===== src/rtl/recv_packet.sv =====
// Multi-frame UART packet receiver: 2-flop synchroniser, LSB-first bit engine,
// and a packet assembler with runtime length, frame ordering, framing-error and timeout handling.
module recv_packet #(
  parameter int unsigned CLK_BAUD_RATIO  = 25,
  parameter int unsigned FRAME_SIZE      = 8,
  parameter int unsigned MAX_FRAMES      = 4,
  parameter int unsigned TIMEOUT_BITS    = 32,
  parameter bit          MSB_FRAME_FIRST = 1'b0
) (
  input  logic                                clk_in,
  input  logic                                rst_in,
  input  logic                                receive_in,
  input  logic [$clog2(MAX_FRAMES+1)-1:0]     len_in,
  input  logic                                rx_in,
  output logic [FRAME_SIZE*MAX_FRAMES-1:0]    data_out,
  output logic [$clog2(MAX_FRAMES+1)-1:0]     len_out,
  output logic                                new_data_out,
  output logic                                busy_out,
  output logic                                frame_err_out,
  output logic                                timeout_out
);

  localparam int unsigned DATA_SIZE  = FRAME_SIZE * MAX_FRAMES;
  localparam int unsigned LEN_W      = $clog2(MAX_FRAMES + 1);
  localparam int unsigned CNT_W      = $clog2(CLK_BAUD_RATIO);
  localparam int unsigned BIT_W      = $clog2(FRAME_SIZE + 1);
  localparam int unsigned HALF       = CLK_BAUD_RATIO / 2;
  localparam int unsigned TMO_RELOAD = TIMEOUT_BITS * CLK_BAUD_RATIO;
  localparam int unsigned TMO_W      = $clog2(TMO_RELOAD + 1);

  typedef enum logic [1:0] {B_IDLE, B_START, B_DATA, B_STOP} bstate_t;
  typedef enum logic [1:0] {P_IDLE, P_ARMED, P_COLLECT} pstate_t;

  bstate_t                 bstate_q;
  pstate_t                 pstate_q;
  logic                    rx_meta_q, rx_sync_q, rx_prev_q;
  logic [CNT_W-1:0]        cnt_q;
  logic [BIT_W-1:0]        bidx_q;
  logic [FRAME_SIZE-1:0]   shift_q;
  logic                    frm_good_q, frm_bad_q;
  logic [LEN_W-1:0]        len_q, k_q;
  logic [DATA_SIZE-1:0]    buf_q;
  logic [TMO_W-1:0]        tmo_q;
  logic                    skip_q;

  logic [LEN_W-1:0]        len_clamp_d, k_inc_d, slot_d;
  logic [DATA_SIZE-1:0]    buf_ins_d;

  // Bit engine: start-bit centre check, then one sample per bit period.
  always_ff @(posedge clk_in) begin
    if (rst_in) begin
      rx_meta_q  <= 1'b1;
      rx_sync_q  <= 1'b1;
      rx_prev_q  <= 1'b1;
      bstate_q   <= B_IDLE;
      cnt_q      <= '0;
      bidx_q     <= '0;
      shift_q    <= '0;
      frm_good_q <= 1'b0;
      frm_bad_q  <= 1'b0;
    end else begin
      rx_meta_q  <= rx_in;
      rx_sync_q  <= rx_meta_q;
      rx_prev_q  <= rx_sync_q;
      frm_good_q <= 1'b0;
      frm_bad_q  <= 1'b0;
      case (bstate_q)
        B_IDLE: begin
          if (!rx_sync_q && rx_prev_q) begin
            bstate_q <= B_START;
            cnt_q    <= '0;
          end
        end
        B_START: begin
          if (cnt_q == CNT_W'(HALF - 1)) begin
            cnt_q    <= '0;
            bidx_q   <= '0;
            bstate_q <= rx_sync_q ? B_IDLE : B_DATA;
          end else begin
            cnt_q <= cnt_q + CNT_W'(1);
          end
        end
        B_DATA: begin
          if (cnt_q == CNT_W'(CLK_BAUD_RATIO - 1)) begin
            cnt_q   <= '0;
            shift_q <= {rx_sync_q, shift_q[FRAME_SIZE-1:1]};
            if (bidx_q == BIT_W'(FRAME_SIZE - 1)) bstate_q <= B_STOP;
            else                                  bidx_q   <= bidx_q + BIT_W'(1);
          end else begin
            cnt_q <= cnt_q + CNT_W'(1);
          end
        end
        B_STOP: begin
          if (cnt_q == CNT_W'(CLK_BAUD_RATIO - 1)) begin
            cnt_q      <= '0;
            bstate_q   <= B_IDLE;
            frm_good_q <= rx_sync_q;
            frm_bad_q  <= !rx_sync_q;
          end else begin
            cnt_q <= cnt_q + CNT_W'(1);
          end
        end
        default: bstate_q <= B_IDLE;
      endcase
    end
  end

  assign len_clamp_d = (len_in == '0 || len_in > LEN_W'(MAX_FRAMES)) ? LEN_W'(MAX_FRAMES) : len_in;
  assign k_inc_d     = k_q + LEN_W'(1);
  assign slot_d      = MSB_FRAME_FIRST ? LEN_W'(len_q - LEN_W'(1) - k_q) : k_q;

  // Assembly buffer with the just-received frame dropped into its slot.
  always_comb begin
    buf_ins_d = buf_q;
    for (int unsigned s = 0; s < MAX_FRAMES; s++) begin
      if (slot_d == LEN_W'(s)) buf_ins_d[s*FRAME_SIZE +: FRAME_SIZE] = shift_q;
    end
  end

  // Packet assembler; skip_q drops a frame whose start bit preceded the arm.
  always_ff @(posedge clk_in) begin
    if (rst_in) begin
      pstate_q      <= P_IDLE;
      len_q         <= '0;
      k_q           <= '0;
      buf_q         <= '0;
      tmo_q         <= '0;
      skip_q        <= 1'b0;
      data_out      <= '0;
      len_out       <= '0;
      new_data_out  <= 1'b0;
      busy_out      <= 1'b0;
      frame_err_out <= 1'b0;
      timeout_out   <= 1'b0;
    end else begin
      new_data_out  <= 1'b0;
      frame_err_out <= 1'b0;
      timeout_out   <= 1'b0;
      if (bstate_q == B_IDLE && tmo_q != '0) tmo_q <= tmo_q - TMO_W'(1);
      case (pstate_q)
        P_IDLE: begin
          if (receive_in) begin
            len_q    <= len_clamp_d;
            k_q      <= '0;
            buf_q    <= '0;
            busy_out <= 1'b1;
            skip_q   <= (bstate_q != B_IDLE);
            pstate_q <= P_ARMED;
          end
        end
        P_ARMED, P_COLLECT: begin
          if (skip_q) begin
            if (frm_good_q || frm_bad_q || bstate_q == B_IDLE) skip_q <= 1'b0;
          end else if (frm_bad_q) begin
            frame_err_out <= 1'b1;
            busy_out      <= 1'b0;
            pstate_q      <= P_IDLE;
          end else if (frm_good_q) begin
            tmo_q <= TMO_W'(TMO_RELOAD);
            k_q   <= k_inc_d;
            if (k_inc_d == len_q) begin
              data_out     <= buf_ins_d;
              len_out      <= len_q;
              new_data_out <= 1'b1;
              busy_out     <= 1'b0;
              pstate_q     <= P_IDLE;
            end else begin
              buf_q    <= buf_ins_d;
              pstate_q <= P_COLLECT;
            end
          end else if (pstate_q == P_COLLECT && bstate_q == B_IDLE && tmo_q == '0) begin
            data_out     <= buf_q;
            len_out      <= k_q;
            new_data_out <= 1'b1;
            timeout_out  <= 1'b1;
            busy_out     <= 1'b0;
            pstate_q     <= P_IDLE;
          end
        end
        default: pstate_q <= P_IDLE;
      endcase
    end
  end

endmodule


===== config.mk =====
export PLATFORM = sky130hd
export DESIGN_NAME = recv_packet
export DESIGN_NICKNAME = d
export VERILOG_FILES = /design/src/rtl/recv_packet.sv
export SDC_FILE = /design/constraint.sdc
export NUM_CORES = 1
export LEC_CHECK = 0
export ABC_AREA = 1
export ABC_CLOCK_PERIOD_IN_PS = 2600
export BUFFER_PORTS_ARGS = -buffer_cell sky130_fd_sc_hd__buf_2
export CORE_ASPECT_RATIO = 0.5
export CORE_MARGIN = 4
export CORE_UTILIZATION = 40
export CTS_CLUSTER_DIAMETER = 30
export DETAILED_ROUTE_END_ITERATION = 10
export PLACE_DENSITY = 0.64
export SYNTH_ARGS = -nofsm -noshare
export SYNTH_HDL_FRONTEND = slang
export SYNTH_SLANG_ARGS = --single-unit

===== constraint.sdc =====
create_clock -name clk_in -period 2.6 [get_ports clk_in]
set_input_delay 0.26 -clock clk_in [delete_from_list [all_inputs] [get_ports clk_in]]
set_output_delay 0.26 -clock clk_in [all_outputs]
set_load 0.01 [all_outputs]

==> summary.md <==
| Metric | Value |
|---|---|
| EDFF count, synth | 0 |
| Via-to-Cell Ratio | between 4 and 5 |
| Height of the die | a little over 90 um |
| Synthesized Nets | between 800 and 900 |
| I/O Buffers | 45 |
| Worst hold slack | a little under 0.04 ns |
| Diodes inserted | 0 |
| Via Count | about 5.4k |
| RSZ-0062 raised after global routing | no |
| Outcome | complete, no violations |
| Largest cells by area after synthesis | dfxtp_1 (40%), nand2_1 (16%), nor2_1 (10%) |
| Initial core utilization | 0.415 |
| Critical Path RT | around 3.0 ns |
| Reg clk slew, reported paths | around 0.06 ns |
| Tot GR Track Use | 0.174 |
| Critical path class | flip-flop to flip-flop |
| Total core area | 13700 um2 |
| Synth Area in Simple Gates | 0.333 |
| Setup Buffers After CTS | 0 |
| Ys Warns | 0 |
| Hold path depth | 2 |
| Cells on worst reg2reg path | 11 |
| Post-Synth Adder-Cell Area | 0.0263 |
| VDD IR-drop max | between 0.0005 and 0.0006 V |
| Post_cts resized | 0 |
| Nets | slightly above 900 |
| Slew margin rel. | 0.567 |
| Routed len/inst | between 10 and 15 um |
| Worst setup EP type | flip-flop |
| Initial antenna violation count | 0 |
| Compound-Gate Fraction of Synth Area | 0.134 |
| Top-count cell post-synth | nand2_1 |
| Ports | 46 |
| XOR/XNOR Fraction of Synth Area | 0.0123 |
| Die Area | about 16000 um2 |
| Setup_tns | 0 ns |
| Worst Slack Setup Final | 0.414 ns |
| Min Clock Period, post-route | 2.19 ns |
| Residual DRC | 0 |
| Max-Cap Viols | 0 |
| Avg Cell Area, Syn | around 6.5 um2 |
| Area grow syn2layout | 16.4% |
| Final period utilization | 0.841 |
| Root buffer cell | clkbuf_16 |
| Layout Skew | between 0.008 and 0.009 ns |
| Drt first pass iters | 5 |
| Vias in the first global route | around 4.9k |
| Count of state elements after synthesis | between 100 and 150 |
| Final WL | roughly 14000 um |
| Hold-fix buffers, CTS | 0 |
| DP HPWL | ~9000 um |
| Slew Limit Fails | 0 |
| Overflow after GRT | 0 |
| Clock Sinks | 114 |
| Final Wtd Congestion | about 0.84 |
| Mux share of post-synthesis cell area | 0.00175 |
| TritonCTS clock tree | done |
| Cell Area, Synth | about 5700 um2 |
| Antenna-violating nets left | 0 |
| Cell taking the most area after synthesis | dfxtp_1 |
| Total CTS buffers | 17 |
| Setup WS pre-CTS | ~0.37 ns |
| Max Freq | about 0.46 GHz |
| Maximum root-to-sink buffer count | 2 |
| Measured slew at the worst slew-check pin | 0.649 ns |
| Worst min path class | input port to flip-flop |
| Final Setup Violations | 0 |
| Synth top area share | 0.400 |
| CP arrival | around 2.5 ns |
| Htree depth | 4 |
| Row count | 30 |
| Fraction of layout cells with a size suffix above 1 | 0.112 |
| Commonest cells in the netlist | nand2_1 (242), nor2_1 (158), dfxtp_1 (114) |
| Chip width | approximately 180 um |
| Post-Syn Instances | between 800 and 900 |
| Synth Flop Type | dfxtp_1 |
| First-pass GRT wire length | roughly 23000 um |
| Leakage dissipation | around 3.2 nW |
| Main combinational cell family by area after synthesis | simple AND/OR/NAND/NOR gates |
| Final core utilization | 0.483 |
| 1st-iter DRT viols | 426 |
| Startpoint types | flip-flop |
| Number of library cell types mapped by synthesis | 32 |
| Largest net degree at the start of global routing | 52 |
| Async S/R FF share, synth | 0 |
| Fin. Hold Viols | 0 |
| Clk_lat worst skew | slightly above 0.4 ns |
| Number of fill cells | between 1k and 1.5k |
| Sequential share of the synthesized area | 0.400 |
| PwrDens | approximately 1000 nW/um2 |
| CP max FO | 23 |
cells by family (layout without fill, tap and decap cells):
kind of cell	count (synthesis)	after routing
flops	114	114
compound gates	151	151
mux	1	1
simple gates	463	463
fa+ha+maj	12	12
xor+xnor	8	8
buf+inv	131	174
path summary, 6_finish.rpt:
| path | slack [ns] | from | end |
|---|---|---|---|
| setup / recovery | 0.41 | k_q[0] | data_out[11] |
| hold / removal | 0.04 | rx_in | rx_meta_q |
| setup reg to reg | 0.41 | k_q[0] | data_out[11] |
| hold reg to reg | 0.41 | rx_meta_q | rx_sync_q |
registers in the layout (all words and copies together) (netlist names), 2 cells and up, named ones only:
name      count
data_out     32
k_q           3
len_out       3
bidx_q        4
cnt_q         5
pstate_q      2
shift_q       8
len_q         3
tmo_q        10
buf_q        32
cells in the final DEF, fill, tap and decap left out, types with 2 or more instances in the layout:
| master | count |
|---|---|
| inv_1 | 83 |
| clkbuf_1 | 2 |
| nand2_2 | 2 |
| nor2_2 | 3 |
| or2_2 | 4 |
| clkbuf_16 | 17 |
| nor3_1 | 3 |
| nand3_1 | 16 |
| ha_1 | 12 |
| clkinvlp_4 | 3 |
| a21oi_1 | 49 |
| or2_1 | 2 |
| a211oi_1 | 2 |
| o21ai_0 | 98 |
| xor2_1 | 4 |
| nand4_1 | 26 |
| nand3b_1 | 2 |
| dfxtp_1 | 114 |
| buf_2 | 45 |
| buf_4 | 9 |
| nand2_1 | 242 |
| inv_2 | 4 |
| bufinv_16 | 2 |
| clkbuf_8 | 3 |
| nor2_1 | 158 |
| xnor2_1 | 4 |
| clkinv_2 | 5 |
per-stage QoR:
step           power, mW  instances  cell area, um2
2_1_floorplan       3.94        880            5710
3_3_place_gp        4.40       1083            6060
3_5_place_dp        4.48       1083            6060
4_1_cts             6.80       1115            6640
5_1_grt             7.27       1115            6640
6_report            6.76       1115            6640
layout make-up:
class,count,area (um2),share of cell area
clock buffers,22,474,0.0714
clock inverters,10,108,0.0162
inverters,87,327,0.0492
multi-input cells,635,2900,0.436
flip-flops and latches,114,2280,0.344
well taps,192,240,0.0362
repair buffers,55,313,0.0471
power breakdown:
| group | switching (mW) | leakage, nW | internal [mW] |
|---|---|---|---|
| logic | 1.56 | 1.94 | 0.710 |
| registers | 0.137 | 0.928 | 2.05 |
| clock network | 0.828 | 0.282 | 1.48 |
worst max-delay path: stages (launching register included):
cell and delay [ns]:
dfxtp_1 0.35, ha_1 0.22, ha_1 0.31, nand2_1 0.08
inv_1 0.04, nor2_1 0.11, nand3_1 0.13, nand2_1 0.16
nand3_4 0.16, inv_2 0.35, nor2_1 0.09, nor2_1 0.11
per-layer routing:
layer	global-route usage	wire length, um	vias to the layer above
met5	0	0	-
met4	0.0560	169	0
met3	0.0396	561	14
met2	0.277	6010	98
met1	0.235	6860	2405
li1	-	-	2849
(Power assumes the default switching activity.)
